==> src/rtl/attack_sequencer_pkg.sv <==
// Shared encodings, phase-length table and immunity window for the attack sequencer.
package attack_sequencer_pkg;

    typedef enum logic [1:0] {
        AtkNone   = 2'b00,
        AtkLight  = 2'b01,
        AtkMedium = 2'b10,
        AtkHeavy  = 2'b11
    } attack_e;

    typedef enum logic [1:0] {
        PhIdle     = 2'b00,
        PhWindup   = 2'b01,
        PhActive   = 2'b10,
        PhRecovery = 2'b11
    } phase_e;

    localparam int unsigned CNT_W = 4;

    localparam logic [CNT_W-1:0] LIGHT_WINDUP    = 4'd2;
    localparam logic [CNT_W-1:0] LIGHT_ACTIVE    = 4'd2;
    localparam logic [CNT_W-1:0] LIGHT_RECOVERY  = 4'd4;
    localparam logic [CNT_W-1:0] MEDIUM_WINDUP   = 4'd4;
    localparam logic [CNT_W-1:0] MEDIUM_ACTIVE   = 4'd3;
    localparam logic [CNT_W-1:0] MEDIUM_RECOVERY = 4'd8;
    localparam logic [CNT_W-1:0] HEAVY_WINDUP    = 4'd8;
    localparam logic [CNT_W-1:0] HEAVY_ACTIVE    = 4'd4;
    localparam logic [CNT_W-1:0] HEAVY_RECOVERY  = 4'd14;

    localparam int unsigned IMMUNITY_FRAMES = 30;
    localparam int unsigned IMM_W           = 5;

    function automatic logic [CNT_W-1:0] phase_len(input attack_e atk, input phase_e ph);
        logic [CNT_W-1:0] len;
        len = '0;
        case (atk)
            AtkLight: begin
                case (ph)
                    PhWindup:   len = LIGHT_WINDUP;
                    PhActive:   len = LIGHT_ACTIVE;
                    PhRecovery: len = LIGHT_RECOVERY;
                    default:    len = '0;
                endcase
            end
            AtkMedium: begin
                case (ph)
                    PhWindup:   len = MEDIUM_WINDUP;
                    PhActive:   len = MEDIUM_ACTIVE;
                    PhRecovery: len = MEDIUM_RECOVERY;
                    default:    len = '0;
                endcase
            end
            AtkHeavy: begin
                case (ph)
                    PhWindup:   len = HEAVY_WINDUP;
                    PhActive:   len = HEAVY_ACTIVE;
                    PhRecovery: len = HEAVY_RECOVERY;
                    default:    len = '0;
                endcase
            end
            default: len = '0;
        endcase
        return len;
    endfunction

endpackage

==> src/rtl/attack_sequencer_phase_timer.sv <==
// phase_timer: loadable frame-tick down-counter; o_done pulses on the tick that takes it 1 -> 0.
module attack_sequencer_phase_timer
    import attack_sequencer_pkg::*;
(
    input  logic             clk,
    input  logic             reset,
    input  logic             i_tick,
    input  logic             i_load,
    input  logic             i_clear,
    input  logic [CNT_W-1:0] i_len,
    output logic             o_done
);

    logic [CNT_W-1:0] r_count;

    always_ff @(posedge clk) begin
        if (reset || i_clear) begin
            r_count <= '0;
        end else if (i_load) begin
            r_count <= i_len;
        end else if (i_tick && (r_count != '0)) begin
            r_count <= r_count - 1'b1;
        end
    end

    assign o_done = i_tick && (r_count == CNT_W'(1));

endmodule

==> src/rtl/attack_sequencer.sv <==
// Attack FSM (idle/windup/active/recovery) with one-shot strike pulse.
// Optional HIT_IMMUNITY_EN adds a cross-attack strike lockout window.
module attack_sequencer
    import attack_sequencer_pkg::*;
(
    input  logic       clk,
    input  logic       reset,
    input  logic       frame_tick,
    input  logic       btn_light,
    input  logic       btn_medium,
    input  logic       btn_heavy,
    input  logic       in_range,
    input  logic       game_active,
    output logic [1:0] attack_state,
    output logic [1:0] anim_phase,
    output logic [1:0] attack_type,
    output logic       busy
);

    phase_e           r_state;
    attack_e          r_type;
    logic             r_struck;

    attack_e          w_btn_type;
    attack_e          w_len_type;
    phase_e           w_next_phase;
    logic             w_start;
    logic             w_done;
    logic             w_load;
    logic             w_strike;
    logic             w_immune;
    logic [CNT_W-1:0] w_len;

    always_comb begin
        if (btn_heavy) begin
            w_btn_type = AtkHeavy;
        end else if (btn_medium) begin
            w_btn_type = AtkMedium;
        end else if (btn_light) begin
            w_btn_type = AtkLight;
        end else begin
            w_btn_type = AtkNone;
        end
    end

    always_comb begin
        w_next_phase = PhIdle;
        case (r_state)
            PhIdle:   w_next_phase = PhWindup;
            PhWindup: w_next_phase = PhActive;
            PhActive: w_next_phase = PhRecovery;
            default:  w_next_phase = PhIdle;
        endcase
    end

    assign w_start    = game_active && (r_state == PhIdle) && (w_btn_type != AtkNone);
    assign w_len_type = (r_state == PhIdle) ? w_btn_type : r_type;
    assign w_len      = phase_len(w_len_type, w_next_phase);
    // Recovery needs no reload: its counter has just reached zero on the same tick.
    assign w_load     = w_start ||
                        (game_active && w_done && ((r_state == PhWindup) || (r_state == PhActive)));

    attack_sequencer_phase_timer u_phase_timer (
        .clk     (clk),
        .reset   (reset),
        .i_tick  (frame_tick),
        .i_load  (w_load),
        .i_clear (!game_active),
        .i_len   (w_len),
        .o_done  (w_done)
    );

    assign w_strike = !reset && game_active && (r_state == PhActive) && in_range &&
                      !r_struck && !w_immune;

`ifdef HIT_IMMUNITY_EN
    logic [IMM_W-1:0] r_immunity;

    always_ff @(posedge clk) begin
        if (reset) begin
            r_immunity <= '0;
        end else if (w_strike) begin
            r_immunity <= IMM_W'(IMMUNITY_FRAMES);
        end else if (frame_tick && (r_immunity != '0)) begin
            r_immunity <= r_immunity - 1'b1;
        end
    end

    assign w_immune = (r_immunity != '0);
`else
    assign w_immune = 1'b0;
`endif

    always_ff @(posedge clk) begin
        if (reset || !game_active) begin
            r_state  <= PhIdle;
            r_type   <= AtkNone;
            r_struck <= 1'b0;
        end else begin
            case (r_state)
                PhIdle: begin
                    if (w_start) begin
                        r_state  <= PhWindup;
                        r_type   <= w_btn_type;
                        r_struck <= 1'b0;
                    end
                end
                PhWindup: begin
                    if (w_done) r_state <= PhActive;
                end
                PhActive: begin
                    if (w_strike) r_struck <= 1'b1;
                    if (w_done) r_state <= PhRecovery;
                end
                PhRecovery: begin
                    if (w_done) begin
                        r_state <= PhIdle;
                        r_type  <= AtkNone;
                    end
                end
                default: r_state <= PhIdle;
            endcase
        end
    end

    assign attack_state = w_strike ? r_type : AtkNone;
    assign anim_phase   = r_state;
    assign attack_type  = r_type;
    assign busy         = (r_state != PhIdle);

endmodule

==> config.mk <==
export PLATFORM = sky130hd
export DESIGN_NAME = attack_sequencer
export DESIGN_NICKNAME = d
export VERILOG_FILES = /design/src/rtl/attack_sequencer_pkg.sv /design/src/rtl/attack_sequencer_phase_timer.sv /design/src/rtl/attack_sequencer.sv
export SDC_FILE = /design/constraint.sdc
export NUM_CORES = 1
export LEC_CHECK = 0
export ABC_AREA = 1
export CORE_MARGIN = 8
export CORE_UTILIZATION = 30
export DETAILED_ROUTE_END_ITERATION = 8
export SYNTH_ARGS = -nofsm -noshare
export SYNTH_HDL_FRONTEND = slang
export SYNTH_SLANG_ARGS = --single-unit
==> constraint.sdc <==
create_clock -name clk -period 1.85 [get_ports clk]
set_clock_uncertainty 0.05 [all_clocks]
set_input_delay 0.2775 -clock clk [delete_from_list [all_inputs] [get_ports clk]]
set_output_delay 0.2775 -clock clk [all_outputs]
set_load 0.02 [all_outputs]
==> flow_summary.ini <==
[clock_network]
path_clk_slew_ns = 0.06
cts-root-buf = clkbuf_4
cts_sinks = 9
clock_path_buffers = 2
clock_latency_ns = 0.26
htree_levels = 1
numCtsBuffers = 3
cts_tree = yes

[synth]
synthDistinctLibCells = 23
synth-edff-count = 0
yosysTopAreaCellShare_pct = 23.15
netlist_top_cells_count = 23 x nand2_1, 14 x inv_1, 11 x a21oi_1
yosys.cell_count.top_type = nand2_1
yosys.area.top_type = dfxtp_1
ys_top_cells_by_area = dfxtp_1 23%, ha_1 11%, nand2_1 11%
ys_ff_latch = 9
syn_area_per_cell_sq_um = 6.595
synth_warnings = 0
synthArstFlopShare_pct = 0
ys_seq_area_share_pct = 23.15
syn_nets = 133
synthFlopType = dfxtp_1
netlist_area_sq_um = 778.2
syn-instance-count = 118

[detailed_routing]
drt_wl_total_um = 1888
firstDrtPassIters = 4
drtIter0Drc = 24
vias = 814
post_drt_wl_per_cell_um = 10.85
drc = 0
ant_nets = 0
vias_per_cell = 4.678

[final_layout]
final_nets = 160
diodes = 0
final_cells = 174
syn_to_final_growth_pct = 33.76
fin_area_sq_um = 1041
drive_gt1_share_pct = 23.61

[power_and_ir_drop]
clkPwrFrac_pct = 19.7
comb_power_share_pct = 51.1
intPower_uw = 457.0
seqPwrFrac_pct = 29.2
p_leak_nw = 0.4827
worst_ir_drop_vdd_uv = 402.2
cellPowerDensity_nw_per_um2 = 744.8
power.switching_uw = 318.3
p_sw_share_pct = 41.05

[critical_path]
end_kind = output port
crit_required_ns = 1.52
cp.arrival_ns = 1.41
cp_max_fo = 2
startpoint_type = primary input
r2r_end = u_phase_timer.r_count[2]$_SDFFE_PP0P_
rrSetupSlack_ns = 0.18
reg2regPathDepth = 9
r2r-start = anim_phase[0]$_SDFFE_PP0P_
worstSetupPathType = primary input to output port

[sta]
fmax_ghz = 0.5739
tightest_slew_ns = 0.2522
setup_violations = 0
setup_slack_ns = 0.1075
hold_viol = 0
maxSlewHeadroom_pct = 83.06
timing.final.crit_period_ns = 1.742
rsz0062_at_grt = false
finalMaxSlewViolations = 0
period_share_pct = 94.19

[outcome]
status = finished, final reports clean

[hold_path]
worstHoldStart = r_struck$_SDFFE_PP0P_
min_to = r_struck$_SDFFE_PP0P_
hold_depth = 2
hp-class = flip-flop to flip-flop

[die]
initial_core_util_pct = 31.41
fp.dieH_um = 66.93
die_area_sq_um = 4480
die_w_um = 66.93
rows = 18
core_area_sq_um = 2477
io_pins = 15

[grt]
grtUsageTotal_pct = 9.467
grt_pass1_vias = 789
grt_overflow = 0
grt_pass1_wl_um = 3291
antenna_found_initial = 0
grt_max_degree = 10

[place]
numPortBuffers = 14
dpl.cell_count = 170
gp_congestion = 0.7749
place_ws_ns = -0.4600
place_area_sq_um = 1016
dp_hpwl_um = 1597

[job]
drv_cap = 0
-- metal layers --
layer	up-vias	global-route usage (%)	wire [um]	share of wire [%]
met5	-	0	0	0
met1	372	10.75	856	45
met2	9	15.53	927	49
met3	2	4.530	91	4.8
li1	431	-	-	-
met4	0	2.350	12	0.64
-- area by class of cell --
type	count	area [sq um]
fill	275	1436
inverter	20	75.07
sequential	9	180.2
multi-input combinational	89	525.5
timing repair buffer	22	196.4
clock buffer	4	26.28
tap	30	37.54
-- worst max-delay path by stage --
| stage | start | endpoint | slack [ns] | cells after the start |
|---|---|---|---|---|
| after floorplan | anim_phase[0]$_SDFFE_PP0P_ | u_phase_timer.r_count[1]$_SDFFE_PP0P_ | 0.18 | 11 |
| after global placement | game_active | attack_state[1] | -0.42 | 7 |
| after detailed placement | game_active | attack_state[0] | -0.46 | 7 |
| after CTS | game_active | attack_state[0] | 0.005 | 7 |
| after global routing | anim_phase[0]$_SDFFE_PP0P_ | attack_state[1] | 0.003 | 7 |
| final | reset | attack_state[1] | 0.11 | 6 |
-- timing repair --
item | 4_1_cts | 5_1_grt
hold buffers | 0 | 0
pin swaps | 0 | 2
endpoints found under the hold margin | 0 | 0
cloned | 0 | 0
setup endpoints to repair | 3 | 2
buffers inserted | 0 | 0
gates resized for setup | 10 | 3
-- state kept, by name, indices dropped and copies added (netlist names) --
signal	count
anim_phase	2
r_struck	1
u_phase_timer.r_count	4
attack_type	2
-- critical path: stages --
cell and delay [ns]:
clkdlybuf4s50_1 0.39, or2_2 0.31, nor2_2 0.13, inv_1 0.07, nor2_1 0.10, buf_4 0.14
-- power groups by stage --
stage	sequential, mW	combinational [mW]	clock [mW]
floorplan	0.245	0.252	0
global placement	0.229	0.397	0
detailed placement	0.231	0.400	0
CTS	0.227	0.400	0.161
global route	0.229	0.451	0.172
finish	0.226	0.396	0.153
-- per-stage QoR --
stage / total power [mW] / hold WS, ns / setup TNS (ns) / utilization (%)
floorplan: 0.4970 / 0.3827 / 0 / -
global placement: 0.6268 / 0.3958 / -0.8409 / 41.01
detailed placement: 0.6313 / 0.4013 / -0.9007 / 41.01
CTS: 0.7870 / 0.4098 / 0 / 41.72
global route: 0.8524 / 0.4434 / 0 / 42.02
finish: 0.7753 / 0.4072 / 0 / 42.02
-- cell families after synthesis --
| logic type | Yosys count | synth area share [%] |
|---|---|---|
| compound gates | 24 | 16.72 |
| flops | 9 | 23.15 |
| fa+ha+maj | 7 | 11.25 |
| buf+inv | 20 | 9.646 |
| xor+xnor | 1 | 1.126 |
| simple gates | 57 | 38.10 |
-- layout by cell type, fill, tap and decap left out, types with 2 or more instances in the layout --
cell / n
nor2_1: 9
clkbuf_4: 3
nor2_2: 4
ha_1: 7
dfxtp_1: 9
nand2_1: 23
nand2_4: 4
inv_2: 6
nand3_1: 8
o21ai_1: 2
nand2_2: 2
clkdlybuf4s50_1: 10
a21oi_1: 11
o21ai_0: 8
buf_4: 10
nand3_2: 2
inv_1: 14
Power figures use the tool's default switching activity.
